$ cat src/rtl/matrix_mult_seq.sv
// matrix_mult_seq: sequential N x N matrix multiplier, valid/ready in and out, one shared MAC.
// Optional macro MATMUL_SAT_EN: saturate results to OW bits and add the sat_flag output.
module matrix_mult_seq #(
    parameter int N      = 3,
    parameter int W      = 8,
    parameter int OW     = 2*W,
    parameter int SIGNED = 0
) (
    input  logic          clk,
    input  logic          rst,
    input  logic [W-1:0]  in_data,
    input  logic          in_valid,
    output logic          in_ready,
    output logic [OW-1:0] out_data,
    output logic          out_valid,
    input  logic          out_ready,
    output logic          out_last,
`ifdef MATMUL_SAT_EN
    output logic          sat_flag,
`endif
    output logic          busy
);
    localparam int AW  = 2*W + $clog2(N);
    localparam int IW  = $clog2(N);
    localparam int AIW = $clog2(N*N);
    localparam int BW  = $clog2(2*N*N);

    typedef enum logic [1:0] {S_LOAD, S_MAC, S_OUT} state_t;

    state_t         r_state;
    logic [BW-1:0]  r_beat;
    logic [IW-1:0]  r_i, r_j, r_k;
    logic [AW-1:0]  r_acc;
    logic [OW-1:0]  r_outData;
    logic           r_outLast;
    logic [W-1:0]   r_a [N*N];
    logic [W-1:0]   r_b [N*N];

    logic [AIW-1:0] w_wrIdx, w_aIdx, w_bIdx;
    logic [W-1:0]   w_aElem, w_bElem;
    logic [AW-1:0]  w_aExt, w_bExt, w_prod, w_sum;
    logic [OW-1:0]  w_conv;
    logic           w_lastBeat, w_lastK, w_lastElem;

    // Beats below N*N land in A, the rest in B, both row-major.
    assign w_wrIdx    = (r_beat < BW'(N*N)) ? AIW'(r_beat) : AIW'(r_beat - BW'(N*N));
    assign w_aIdx     = AIW'(r_i) * AIW'(N) + AIW'(r_k);
    assign w_bIdx     = AIW'(r_k) * AIW'(N) + AIW'(r_j);
    assign w_aElem    = r_a[w_aIdx];
    assign w_bElem    = r_b[w_bIdx];
    assign w_aExt     = {{(AW-W){(SIGNED != 0) && w_aElem[W-1]}}, w_aElem};
    assign w_bExt     = {{(AW-W){(SIGNED != 0) && w_bElem[W-1]}}, w_bElem};
    assign w_prod     = w_aExt * w_bExt;
    assign w_sum      = r_acc + w_prod;
    assign w_lastBeat = (r_beat == BW'(2*N*N-1));
    assign w_lastK    = (r_k == IW'(N-1));
    assign w_lastElem = (r_i == IW'(N-1)) && (r_j == IW'(N-1));

`ifdef MATMUL_SAT_EN
    logic w_clamped;
    logic r_sat;

    generate
        if (OW < AW) begin : g_sat
            if (SIGNED != 0) begin : g_signed
                always_comb begin
                    w_conv    = w_sum[OW-1:0];
                    w_clamped = 1'b0;
                    if (w_sum[AW-1:OW-1] != {(AW-OW+1){w_sum[AW-1]}}) begin
                        w_clamped = 1'b1;
                        w_conv    = w_sum[AW-1] ? {1'b1, {(OW-1){1'b0}}} : {1'b0, {(OW-1){1'b1}}};
                    end
                end
            end else begin : g_unsigned
                always_comb begin
                    w_conv    = w_sum[OW-1:0];
                    w_clamped = 1'b0;
                    if (|w_sum[AW-1:OW]) begin
                        w_clamped = 1'b1;
                        w_conv    = '1;
                    end
                end
            end
        end else begin : g_full
            assign w_conv    = w_sum[OW-1:0];
            assign w_clamped = 1'b0;
        end
    endgenerate

    assign sat_flag = r_sat && (r_state == S_OUT);
`else
    assign w_conv = w_sum[OW-1:0];
`endif

    // Operand storage needs no reset; it is always fully rewritten before use.
    always_ff @(posedge clk) begin
        if (in_valid && in_ready) begin
            if (r_beat < BW'(N*N)) begin
                r_a[w_wrIdx] <= in_data;
            end else begin
                r_b[w_wrIdx] <= in_data;
            end
        end
    end

    always_ff @(posedge clk or posedge rst) begin
        if (rst) begin
            r_state   <= S_LOAD;
            r_beat    <= '0;
            r_i       <= '0;
            r_j       <= '0;
            r_k       <= '0;
            r_acc     <= '0;
            r_outData <= '0;
            r_outLast <= 1'b0;
`ifdef MATMUL_SAT_EN
            r_sat     <= 1'b0;
`endif
        end else begin
            case (r_state)
                S_LOAD: begin
                    if (in_valid) begin
                        if (w_lastBeat) begin
                            r_beat  <= '0;
                            r_i     <= '0;
                            r_j     <= '0;
                            r_k     <= '0;
                            r_acc   <= '0;
                            r_state <= S_MAC;
                        end else begin
                            r_beat <= r_beat + BW'(1);
                        end
                    end
                end
                S_MAC: begin
                    if (w_lastK) begin
                        r_k       <= '0;
                        r_acc     <= '0;
                        r_outData <= w_conv;
                        r_outLast <= w_lastElem;
`ifdef MATMUL_SAT_EN
                        r_sat     <= w_clamped;
`endif
                        r_state   <= S_OUT;
                    end else begin
                        r_k   <= r_k + IW'(1);
                        r_acc <= w_sum;
                    end
                end
                S_OUT: begin
                    // out_data and out_last stay frozen until the sink takes them.
                    if (out_ready) begin
                        if (r_outLast) begin
                            r_i       <= '0;
                            r_j       <= '0;
                            r_outLast <= 1'b0;
                            r_state   <= S_LOAD;
                        end else begin
                            if (r_j == IW'(N-1)) begin
                                r_j <= '0;
                                r_i <= r_i + IW'(1);
                            end else begin
                                r_j <= r_j + IW'(1);
                            end
                            r_state <= S_MAC;
                        end
                    end
                end
                default: r_state <= S_LOAD;
            endcase
        end
    end

    assign in_ready  = (r_state == S_LOAD) && !rst;
    assign out_valid = (r_state == S_OUT);
    assign out_data  = r_outData;
    assign out_last  = r_outLast;
    assign busy      = !((r_state == S_LOAD) && (r_beat == '0));

endmodule

$ cat config.mk
export PLATFORM = sky130hd
export DESIGN_NAME = matrix_mult_seq
export DESIGN_NICKNAME = d
export VERILOG_FILES = /design/src/rtl/matrix_mult_seq.sv
export SDC_FILE = /design/constraint.sdc
export NUM_CORES = 1
export LEC_CHECK = 0
export ABC_CLOCK_PERIOD_IN_PS = 11400
export CORE_ASPECT_RATIO = 0.8
export CORE_MARGIN = 5
export CORE_UTILIZATION = 30
export DETAILED_ROUTE_END_ITERATION = 8
export GPL_TIMING_DRIVEN = 0
export HOLD_SLACK_MARGIN = 0.1
export PLACE_DENSITY = 0.45
export SLEW_MARGIN = 30
export SYNTH_ARGS = -nofsm -noshare
export SYNTH_HDL_FRONTEND = slang
export SYNTH_SLANG_ARGS = --single-unit
$ cat constraint.sdc
create_clock -name clk -period 11.4 [get_ports clk]
set_input_delay 1.71 -clock clk [delete_from_list [all_inputs] [get_ports clk]]
set_output_delay 1.71 -clock clk [all_outputs]
set_load 0.005 [all_outputs]
==> out/results.txt <==
synthesized net count: 942
Setup crit end kind: register
clk root buf: clkbuf_16
die area: 0.03933 sq mm
Global Route Usage Sum: 13.18%
DP Area: 0.01166 sq mm
required time worst endpoint: 11.75 ns
Slew HR: 36.38%
RSZ-0062 raised after global routing: no
Filler cells: 3481
register area share after synthesis: 51.49%
Final Hold Viols: 0
Crit-path slowest cell: a21oi_1
GP Congestion: 0.8008
most frequent cell after synthesis: edfxtp_1
H-tree Lvls: 4
routed vias/inst: 4.606
DRT iter0 DRCs: 394
# Post-CTS Setup Buffers: 0
crit path max fanout: 8
ANT nets after route: 0
minimum clock period: 7.136 ns
Die X: 220.5 um
Vias: 6324
CTS Hold Bufs: 0
post-synth top area cell: edfxtp_1
worst hold path class: register to register
CP max stage delay: 0.57 ns
CP cell instances: inv_1 > fa_1 > inv_1 > ha_1 > inv_1 > fa_1 > buf_2 > mux2i_1 > a21oi_1 > nor2b_1 > fa_1 > fa_1 > fa_1 > inv_1 > fa_1 > inv_1 > ha_1 > and2_1 > a221oi_2 > a21oi_1 > or3_1 > a32o_1
final setup vio count: 0
total CTS buffers: 17
clk_lat worst skew: 0.46 ns
post-cts resize count: 0
most frequent CP cell: fa_1
startpoint of the most critical hold path: r_j[1]$_DFFE_PP0P_
P&R area growth vs syn: 15.44%
Residual DRC: 0
Placed Cells: 1341
post-DP HPWL: 18500 um
share of layout cells above drive strength 1: 11.33%
MaxCap Viol Count: 0
register area: 0.005475 sq mm
Worst setup SP type: register
period utilization: 62.60%
clock slew at the register clock pins of the worst setup and hold paths: 0.08 ns
Yosys Warn Count: 0
antenna violations before repair: 0
register bit total from synthesis: 190
Post-Layout Cell Count: 1373
Post-Syn Area per Cell: 12.83 sq um
Distinct cells, synth: 62
Crit Path Class: register to register
CTS Buffer Depth: 2
final instance area: 0.01227 sq mm
largest net degree at the start of global routing: 31
Post-layout nets: 1001
RR Startpoint: r_k[1]$_DFFE_PP0P_
Worst Setup SP: r_k[1]$_DFFE_PP0P_
io pins: 32
max-slew violation count: 0
GR Overflow Total: 0
via count of the first global-routing pass: 6394
Port Buffers: 31
worst-margin pin slew: 0.9509 ns
Fmax achieved: 140.1 MHz
Rows: 61
first-pass GRT wire length: 38710 um
status: finished, final reports clean
post-synthesis cell count: 829
Mapped Area: 0.01063 sq mm
TritonCTS Sinks: 190
setup TNS: 0 ns
Starting Density: 30.48%
synth top area cells: edfxtp_1, dfrtp_1, fa_1
Final Skew: 0.01211 ns
WP data arrival: 7.48 ns
CTS tree: built
WL per Instance: 18.13 um
Synth top cells by count: edfxtp_1, inv_1, nand2_1, nor2_1, fa_1
Multi-input gate area: 0.004618 sq mm
Async S/R FF share, synth: 24.21%
drt pass-1 iters: 4
die height: 178.4 um
Primary FF master, synth: edfxtp_1
final wirelength: 24890 um
share of the synthesized area in the top cell type: 40.67%
Placeable Area: 0.03488 sq mm
number of synthesized flops with an enable pin: 144
==> per-stage QoR <==
step,hold WS (ns),setup slack [ns],utilization [%]
2_1_floorplan,0.4461,5.178,-
3_3_place_gp,0.4594,4.231,33.07
3_5_place_dp,0.4618,4.190,33.44
4_1_cts,0.4828,4.177,35.18
5_1_grt,0.5056,3.848,35.18
6_report,0.4782,4.264,35.19
==> layer usage <==
| metal | vias to the layer above | routed length (um) | global-route usage [%] |
|---|---|---|---|
| li1 | 3032 | - | - |
| met1 | 3191 | 12710 | 19.75 |
| met2 | 87 | 11090 | 19.70 |
| met3 | 14 | 890 | 3.038 |
| met4 | 0 | 192 | 2.521 |
| met5 | - | 0 | 0 |
==> state kept, by name, summed over array words and instances (netlist names) <==
signal and flops:
r_state 2, r_beat 5, r_acc 16, out_data 16, r_b 72, r_k 2
r_i 2, r_a 72, r_j 2, out_last 1
==> worst max-delay path, delay by kind of cell (launching register included) <==
kind            cells  cell delay [ns]
compound gates      4             1.43
fa+ha+maj           8             3.51
buf+inv             6             0.72
flops               1             0.40
mux                 1             0.14
simple gates        3             0.81
==> layout by cell type, fill, tap and decap left out, types with 23 or more instances in the layout <==
cell             count
nand2_1             84
clkdlybuf4s50_1     31
o21ai_0             26
ha_1                47
dfrtp_1             46
a21oi_1             23
fa_1                54
edfxtp_1           144
inv_1              107
nor2_1              59
==> kinds of logic (layout without fill, tap and decap cells) <==
group,Yosys count,after routing,share of synthesized area (%)
and+or+nand+nor,233,233,10.32
muxes,55,55,9.708
xor gates and xnor gates,10,10,0.8237
adders and majority gates,101,101,15.70
other,0,1,0
buffers and inverters,138,209,5.590
AOI/OAI and AO/OA,102,102,6.366
DFF,190,190,51.49
==> final timing paths <==
kind,endpoint,slack (ns),cells after the start
worst max-delay path,r_acc[13]$_DFFE_PP0P_,4.26,22
worst min-delay path,r_j[1]$_DFFE_PP0P_,0.48,2
worst max register to register,r_acc[13]$_DFFE_PP0P_,4.26,22
worst min register to register,r_j[1]$_DFFE_PP0P_,0.48,2
max in group asynchronous,r_acc[8]$_DFFE_PP0P_,9.35,3
min in group asynchronous,r_state[1]$_DFFE_PP0P_,1.59,2
==> area by class of cell <==
type                       instances  share of cell area, %
antenna                            1                0.02039
buffer                            28                  1.478
clock buffer                      17                  3.466
clock inverter                    14                  1.488
inverter                         110                  3.384
multi-input combinational        501                  37.62
sequential                       190                  44.61
tap                              472                  4.811
timing repair buffer              40                  3.119
Power is left out: the tool's default activity adds up to more than one toggle a clock period on the data nets, which glitch-free logic cannot reach.
